**src/rtl/rhd_spi_if.sv**
```systemverilog
// SPI pin bundle between the rhd controller (master) and the chip-side responder (slave).
interface rhd_spi_if;
  logic CS;
  logic SCLK;
  logic MOSI;
  logic MISO;

  modport master (output CS, output SCLK, output MOSI, input MISO);
  modport slave  (input CS, input SCLK, input MOSI, output MISO);
endinterface

```
**src/rtl/rhd_spi_responder.sv**
```systemverilog
// RHD2000-style SPI responder: oversamples the SPI pins on aclk, decodes 16-bit commands and
// returns command n's result during frame n+2. Optional MISO delay line under RHD_MISO_DELAY_EN.
//
// state    | meaning
// ST_IDLE  | CS high, waiting for a CS fall
// ST_SHIFT | frame in progress, shifting MOSI in and MISO out
// ST_EXEC  | one-cycle slot after CS rise carrying the cmd_valid/frame_err pulse
module rhd_spi_responder #(
  parameter int         NUM_CH   = 32,
  parameter logic [7:0] CHIP_ID  = 8'h01,
  parameter int         MISO_DLY = 0
) (
  input  logic        aclk,
  input  logic        aresetn,
  rhd_spi_if.slave    spi,
  output logic        cmd_valid,
  output logic [15:0] cmd_word,
  output logic        frame_err,
  output logic        calib_busy
);

  typedef enum logic [1:0] {
    ST_IDLE  = 2'd0,
    ST_SHIFT = 2'd1,
    ST_EXEC  = 2'd2
  } state_t;

  localparam int          NUM_REGS     = 18;
  localparam logic [15:0] CMD_CALIB    = 16'h5500;
  localparam logic [15:0] CMD_CLEAR    = 16'h6A00;
  localparam logic [3:0]  CALIB_FRAMES = 4'd9;
  localparam logic [7:0]  NUM_CH_B     = 8'(NUM_CH);

  logic cs_meta_q, cs_sync_q, cs_prev_q;
  logic sclk_meta_q, sclk_sync_q, sclk_prev_q;
  logic mosi_meta_q, mosi_sync_q;
  logic cs_fall, cs_rise, sclk_rise, sclk_fall;

  state_t      state_q, state_d;
  logic [4:0]  bitcnt_q, bitcnt_d;
  logic [15:0] rx_sr_q, rx_sr_d;
  logic [15:0] tx_sr_q, tx_sr_d;
  logic [15:0] r0_q, r0_d, r1_q, r1_d;
  logic [15:0] cmd_word_q, cmd_word_d;
  logic [9:0]  seq_q, seq_d;
  logic [3:0]  calib_cnt_q, calib_cnt_d;
  logic        cmd_valid_q, cmd_valid_d;
  logic        frame_err_q, frame_err_d;
  logic [7:0]  regs_q [NUM_REGS];
  logic [7:0]  regs_d [NUM_REGS];

  logic [1:0]  op;
  logic [5:0]  addr;
  logic [7:0]  data;
  logic [7:0]  rd_val;
  logic [15:0] result;
  logic        in_calib;
  logic        miso_core;

  // CS idles high so a reset release with CS high never looks like a frame start.
  always_ff @(posedge aclk or negedge aresetn) begin
    if (!aresetn) begin
      cs_meta_q   <= 1'b1;
      cs_sync_q   <= 1'b1;
      cs_prev_q   <= 1'b1;
      sclk_meta_q <= 1'b0;
      sclk_sync_q <= 1'b0;
      sclk_prev_q <= 1'b0;
      mosi_meta_q <= 1'b0;
      mosi_sync_q <= 1'b0;
    end else begin
      cs_meta_q   <= spi.CS;
      cs_sync_q   <= cs_meta_q;
      cs_prev_q   <= cs_sync_q;
      sclk_meta_q <= spi.SCLK;
      sclk_sync_q <= sclk_meta_q;
      sclk_prev_q <= sclk_sync_q;
      mosi_meta_q <= spi.MOSI;
      mosi_sync_q <= mosi_meta_q;
    end
  end

  assign cs_fall   =  cs_prev_q   & ~cs_sync_q;
  assign cs_rise   = ~cs_prev_q   &  cs_sync_q;
  assign sclk_rise = ~sclk_prev_q &  sclk_sync_q;
  assign sclk_fall =  sclk_prev_q & ~sclk_sync_q;

  assign op       = rx_sr_q[15:14];
  assign addr     = rx_sr_q[13:8];
  assign data     = rx_sr_q[7:0];
  assign in_calib = (calib_cnt_q != 4'd0);

  always_comb begin
    rd_val = 8'h00;
    if (int'(addr) < NUM_REGS) begin
      rd_val = regs_q[addr[4:0]];
    end else begin
      case (addr)
        6'd40:        rd_val = 8'h49;
        6'd41:        rd_val = 8'h4E;
        6'd42:        rd_val = 8'h54;
        6'd43:        rd_val = 8'h41;
        6'd44:        rd_val = 8'h4E;
        6'd60, 6'd61: rd_val = 8'h01;
        6'd62:        rd_val = NUM_CH_B;
        6'd63:        rd_val = CHIP_ID;
        default:      rd_val = 8'h00;
      endcase
    end
  end

  always_comb begin
    result = 16'h0000;
    case (op)
      2'b00: begin
        if (!in_calib && (int'(addr) < NUM_CH)) result = {addr, seq_q};
      end
      2'b10:   result = {8'hFF, data};
      2'b11:   result = {8'h00, rd_val};
      default: result = 16'h0000;
    endcase
  end

  always_comb begin
    state_d     = state_q;
    bitcnt_d    = bitcnt_q;
    rx_sr_d     = rx_sr_q;
    tx_sr_d     = tx_sr_q;
    r0_d        = r0_q;
    r1_d        = r1_q;
    cmd_word_d  = cmd_word_q;
    seq_d       = seq_q;
    calib_cnt_d = calib_cnt_q;
    cmd_valid_d = 1'b0;
    frame_err_d = 1'b0;
    regs_d      = regs_q;

    case (state_q)
      ST_IDLE: begin
        if (cs_fall) begin
          state_d  = ST_SHIFT;
          bitcnt_d = 5'd0;
          tx_sr_d  = r1_q;
        end
      end
      ST_SHIFT: begin
        if (cs_rise) begin
          state_d = ST_EXEC;
          tx_sr_d = 16'h0000;
          if (bitcnt_q == 5'd16) begin
            cmd_valid_d = 1'b1;
            cmd_word_d  = rx_sr_q;
            r1_d        = r0_q;
            r0_d        = result;
            if (in_calib) calib_cnt_d = calib_cnt_q - 4'd1;
            case (op)
              2'b00: begin
                if (!in_calib && addr == 6'd0) seq_d = seq_q + 10'd1;
              end
              2'b01: begin
                if (rx_sr_q == CMD_CALIB) calib_cnt_d = CALIB_FRAMES;
                if (rx_sr_q == CMD_CLEAR) seq_d = 10'd0;
              end
              2'b10: begin
                if (int'(addr) < NUM_REGS) regs_d[addr[4:0]] = data;
              end
              default: ;
            endcase
          end else begin
            frame_err_d = 1'b1;
          end
        end else begin
          if (sclk_rise) begin
            rx_sr_d = {rx_sr_q[14:0], mosi_sync_q};
            if (bitcnt_q != 5'd16) bitcnt_d = bitcnt_q + 5'd1;
          end
          // Zero fill makes MISO hold 0 once all 16 result bits are out.
          if (sclk_fall) tx_sr_d = {tx_sr_q[14:0], 1'b0};
        end
      end
      ST_EXEC: state_d = ST_IDLE;
      default: state_d = ST_IDLE;
    endcase
  end

  always_ff @(posedge aclk or negedge aresetn) begin
    if (!aresetn) begin
      state_q     <= ST_IDLE;
      bitcnt_q    <= 5'd0;
      rx_sr_q     <= 16'h0000;
      tx_sr_q     <= 16'h0000;
      r0_q        <= 16'h0000;
      r1_q        <= 16'h0000;
      cmd_word_q  <= 16'h0000;
      seq_q       <= 10'd0;
      calib_cnt_q <= 4'd0;
      cmd_valid_q <= 1'b0;
      frame_err_q <= 1'b0;
      for (int i = 0; i < NUM_REGS; i++) regs_q[i] <= 8'h00;
    end else begin
      state_q     <= state_d;
      bitcnt_q    <= bitcnt_d;
      rx_sr_q     <= rx_sr_d;
      tx_sr_q     <= tx_sr_d;
      r0_q        <= r0_d;
      r1_q        <= r1_d;
      cmd_word_q  <= cmd_word_d;
      seq_q       <= seq_d;
      calib_cnt_q <= calib_cnt_d;
      cmd_valid_q <= cmd_valid_d;
      frame_err_q <= frame_err_d;
      for (int i = 0; i < NUM_REGS; i++) regs_q[i] <= regs_d[i];
    end
  end

  assign cmd_valid  = cmd_valid_q;
  assign cmd_word   = cmd_word_q;
  assign frame_err  = frame_err_q;
  assign calib_busy = in_calib;
  assign miso_core  = tx_sr_q[15];

`ifdef RHD_MISO_DELAY_EN
  if (MISO_DLY == 0) begin : g_miso_direct
    assign spi.MISO = miso_core;
  end else begin : g_miso_delay
    logic [MISO_DLY-1:0] dly_q;
    always_ff @(posedge aclk or negedge aresetn) begin
      if (!aresetn) dly_q <= '0;
      else          dly_q <= (dly_q << 1) | MISO_DLY'(miso_core);
    end
    assign spi.MISO = dly_q[MISO_DLY-1];
  end
`else
  // MISO_DLY has no effect in this build; any legal value gives the direct path.
  if (MISO_DLY >= 0) begin : g_miso_direct
    assign spi.MISO = miso_core;
  end
`endif

endmodule

```
**src/flat_wrapper.sv**
```systemverilog
// flat-port wrapper written by rule: the top's interface ports become plain ports
module rhd_spi_responder_flat 
#(
  parameter int         NUM_CH   = 32,
  parameter logic [7:0] CHIP_ID  = 8'h01,
  parameter int         MISO_DLY = 0
)
  (aclk, aresetn, cmd_valid, cmd_word, frame_err, calib_busy, spi_CS, spi_SCLK, spi_MOSI, spi_MISO);
  rhd_spi_if spi_i ();
  input  logic aclk;
  input  logic aresetn;
  output logic cmd_valid;
  output logic [15:0] cmd_word;
  output logic frame_err;
  output logic calib_busy;
  input wire logic [$bits(spi_i.CS)-1:0] spi_CS;
  input wire logic [$bits(spi_i.SCLK)-1:0] spi_SCLK;
  input wire logic [$bits(spi_i.MOSI)-1:0] spi_MOSI;
  output wire logic [$bits(spi_i.MISO)-1:0] spi_MISO;
  assign spi_i.CS = spi_CS;
  assign spi_i.SCLK = spi_SCLK;
  assign spi_i.MOSI = spi_MOSI;
  assign spi_MISO = spi_i.MISO;
  rhd_spi_responder #(.NUM_CH(NUM_CH), .CHIP_ID(CHIP_ID), .MISO_DLY(MISO_DLY)) u_core (.aclk(aclk), .aresetn(aresetn), .spi(spi_i), .cmd_valid(cmd_valid), .cmd_word(cmd_word), .frame_err(frame_err), .calib_busy(calib_busy));
endmodule
```
**config.mk**
```make
export PLATFORM = sky130hd
export DESIGN_NAME = rhd_spi_responder_flat
export DESIGN_NICKNAME = d
export VERILOG_FILES = /design/src/rtl/rhd_spi_if.sv /design/src/rtl/rhd_spi_responder.sv /design/src/flat_wrapper.sv
export SDC_FILE = /design/constraint.sdc
export NUM_CORES = 1
export LEC_CHECK = 0
export ABC_AREA = 1
export ABC_CLOCK_PERIOD_IN_PS = 2700
export BUFFER_PORTS_ARGS = -buffer_cell sky130_fd_sc_hd__buf_2
export CORE_UTILIZATION = 60
export CTS_BUF_LIST = sky130_fd_sc_hd__clkbuf_16
export CTS_CLUSTER_SIZE = 24
export DETAILED_ROUTE_END_ITERATION = 16
export GPL_ROUTABILITY_DRIVEN = 0
export HOLD_SLACK_MARGIN = 0.12
export PLACE_DENSITY_LB_ADDON = 0.2
export RECOVER_POWER = 50
export SYNTH_ARGS = -nofsm -noshare
export SYNTH_HDL_FRONTEND = slang
export SYNTH_SLANG_ARGS = --single-unit
```
**constraint.sdc**
```tcl
create_clock -name aclk -period 2.7 [get_ports aclk]
set_input_delay 0.27 -clock aclk [delete_from_list [all_inputs] [get_ports aclk]]
set_output_delay 0.27 -clock aclk [all_outputs]
set_load 0.01 [all_outputs]
```
==> results.sh <==
export IMPL_htree_levels=1
export IMPL_dieHeight_um=142
export IMPL_switchingPower_mw=2.16
export IMPL_cts_tree="done"
export IMPL_worst_slew_pin_slew_ns=1.67
export IMPL_combPwrFrac=0.099
export IMPL_cp_max_fo=16
export IMPL_antenna_found_initial=0
export IMPL_antenna_left=0
export IMPL_synthTopCellsByArea="dfrtp_1, nand2_1, o21ai_0"
export IMPL_final_core_util=0.690
export IMPL_power_mw=8.29
export IMPL_violations="max-capacitance violations, max-slew violations"
export IMPL_synth_nets=1474
export IMPL_syn_to_final_growth_pct=11.2
export IMPL_power_density_nw_per_um2=632
export IMPL_pre_cts_slack_ns=0.387
export IMPL_cts_buffer_depth=3
export IMPL_final_common_cell="nand2_1"
export IMPL_num_io_pins=25
export IMPL_synth_distinct_cells=39
export IMPL_cp_common_cell="nand2_1"
export IMPL_fin_nets=1492
export IMPL_cellLeakagePower_nw=6.30
export IMPL_cp_slowest_stage_delay_ns=0.39
export IMPL_hold_path_depth=0
export IMPL_finalHoldViolCount=0
export IMPL_cp_arrival_ns=2.76
export IMPL_wirelength_um=28700
export IMPL_ys_warn_count=0
export IMPL_grt_max_degree=73
export IMPL_clk_latency_ns=0.53
export IMPL_yosysSeqAreaShare=0.541
export IMPL_port_buffers=24
export IMPL_drv_slew=65
export IMPL_vias_per_cell=5.57
export IMPL_grt_usage=0.299
export IMPL_cts_resized=0
export IMPL_die_w_um=142
export IMPL_dpl_hpwl_um=18700
export IMPL_cpLargestDelayFamily="simple AND/OR/NAND/NOR gates"
export IMPL_cp_startpoint="u_core.bitcnt_q[0]$_DFFE_PN0P_"
export IMPL_grt_pass1_vias=9208
export IMPL_cts_clk_slew_worst_paths_ns=0.06
export IMPL_place_inst=1710
export IMPL_holdWs_ns=0.347
export IMPL_fin_area_sq_um=13100
export IMPL_layout_common_cells="nand2_1, dfrtp_1, o21ai_0"
export IMPL_yosysTopAreaCell="dfrtp_1"
export IMPL_tns_ns=0
export IMPL_endpoint_kind="flop"
export IMPL_worst_slack_ns=0.321
export IMPL_yosys_register_bits=255
export IMPL_vias=9828
export IMPL_critPathKind="flop to flop"
export IMPL_switching_share=0.261
export IMPL_crit_required_ns=3.08
export IMPL_power_share_clock=0.425
export IMPL_post_cts_buffers=0
export IMPL_min_period_over_period=0.881
export IMPL_rsz0062_at_grt="false"
export IMPL_drt_iter0_markers=889
export IMPL_finClkSkew_ns=0.0182
export IMPL_place_area_sq_um=12300
export IMPL_setup_viol=0
export IMPL_antenna_diode_count=0
export IMPL_final_instance_count_excl_fill=1763
export IMPL_cts_root_buf="clkbuf_16"
export IMPL_start_util=0.621
export IMPL_dieArea_sq_um=20200
export IMPL_worstHoldPathType="flop to flop"
export IMPL_yosys_area_top_type_share=0.534
export IMPL_first_pass_iters=6
export IMPL_synthCells=1465
export IMPL_synth_avg_cell_area_sq_um=8.06
export IMPL_path_depth=11
export IMPL_drc=0
export IMPL_grt_first_pass_wirelength_um=47100
export IMPL_startpoint_type="flop"
export IMPL_slowest_stage="dfrtp_1"
export IMPL_pwr_share_seq=0.476
export IMPL_worst_path_buf_inv=2
export IMPL_p_int_mw=6.13
export IMPL_irDropWorstVdd_mv=0.585
export IMPL_core_area_sq_um=19000
export IMPL_relSlewSlack=-0.114
export IMPL_timing_rr_start="u_core.bitcnt_q[0]$_DFFE_PN0P_"
export IMPL_crit_chain="inv_1 -> ha_1 -> nand4_1 -> inv_1 -> nand2_1 -> nor2_2 -> nand2_2 -> nor2_2 -> nand2_1 -> nand2_1 -> o21ai_0"
export IMPL_ctsHoldBuffers=4
export IMPL_syn_cell_area_sq_um=11800
export IMPL_fin_crit_ns=2.38
export IMPL_fmax_mhz=420
export IMPL_wl_per_cell_um=16.3
export IMPL_num_rows=50
export IMPL_reg2reg_depth=11
export IMPL_cts_sinks=255
export IMPL_numCtsBuffers=27
export IMPL_max_cap_viol_count=1
export IMPL_drive_gt1_frac=0.0825
export IMPL_final_fill_count=1568
export IMPL_min_from="u_core.sclk_meta_q$_DFF_PN0_"
export IMPL_status="finished with violations"
export IMPL_grt_ovfl_total=0
## worst paths after layout
| kind | slack, ns | endpoint |
|---|---|---|
| min in group asynchronous | 0.74 | u_core.bitcnt_q[0]$_DFFE_PN0P_ |
| worst min register to register | 0.35 | u_core.sclk_sync_q$_DFF_PN0_ |
| worst max register to register | 0.32 | u_core.regs_q[14]$_DFFE_PN0P_ |
| worst min-delay path | 0.35 | u_core.sclk_sync_q$_DFF_PN0_ |
| worst max-delay path | 0.32 | u_core.regs_q[14]$_DFFE_PN0P_ |
| max in group asynchronous | 0.58 | u_core.regs_q[54]$_DFFE_PN0P_ |
## synth_stat cells (all sizes together)
cell type / count
nand4: 15
o21ai: 226
dfrtp: 252
xor2: 9
nor2: 133
a21oi: 12
nor4: 1
o221ai: 1
buf: 24
and3: 2
a22o: 1
o21bai: 12
nor3b: 1
o22ai: 1
clkinv: 3
a32oi: 2
dfstp: 3
o31ai: 6
inv: 96
ha: 4
a22oi: 15
nor3: 4
a31oi: 1
nand2: 535
o211ai: 8
nand3: 42
clkbuf: 56
## state kept, by name (all words and copies together) (netlist names), 4 cells and up
register,flops
u_core.seq_q,10
u_core.r1_q,16
u_core.cmd_word,16
u_core.calib_cnt_q,4
u_core.rx_sr_q,16
u_core.regs_q,144
u_core.r0_q,16
u_core.bitcnt_q,5
u_core.tx_sr_q,16
## area by class of cell
cell class	count	area, sq um	share of cell area
Sequential cell	255	6380	0.487
Multi-Input combinational cell	1031	4710	0.359
Clock buffer	27	676	0.0515
Timing Repair Buffer	69	493	0.0376
Inverter	99	372	0.0283
Tap cell	260	325	0.0248
Clock inverter	22	164	0.0125
## worst reg2reg max path: stages (launching register included)
cell and delay, ns:
dfrtp_1 0.39, inv_1 0.09, ha_1 0.15, nand4_1 0.12, inv_1 0.11, nand2_1 0.09
nor2_2 0.18, nand2_2 0.19, nor2_2 0.30, nand2_1 0.35, nand2_1 0.15, o21ai_0 0.11
## cells by family (layout without fill, tap and decap cells)
logic type               count (synthesis)  in the layout  synth area share
AND/OR/NAND/NOR                        733            733             0.255
flip-flops                             255            255             0.541
AO/OA/AOI/OAI                          285            285             0.133
buffers and inverters                  179            217            0.0602
adder cells (fa/ha/maj)                  4              4           0.00424
XOR/XNOR                                 9              9           0.00668
## layer usage
layer | part of all wire | vias to the layer above | global-route usage | wire, um
li1 | - | 4722 | - | -
met1 | 0.43 | 4689 | 0.409 | 12400
met2 | 0.47 | 338 | 0.489 | 13400
met3 | 0.064 | 79 | 0.0421 | 1820
met4 | 0.037 | 0 | 0.110 | 1060
met5 | 0 | - | 0 | 0
## power groups by stage
stage	Clock (mW)	Combinational (mW)	Sequential [mW]
floorplan	0	0.424	4.00
global placement	0	0.808	4.01
detailed placement	0	0.810	4.01
CTS	3.57	0.819	3.95
global route	3.73	0.895	3.95
finish	3.53	0.822	3.95
Power figures use the tool's default switching activity.
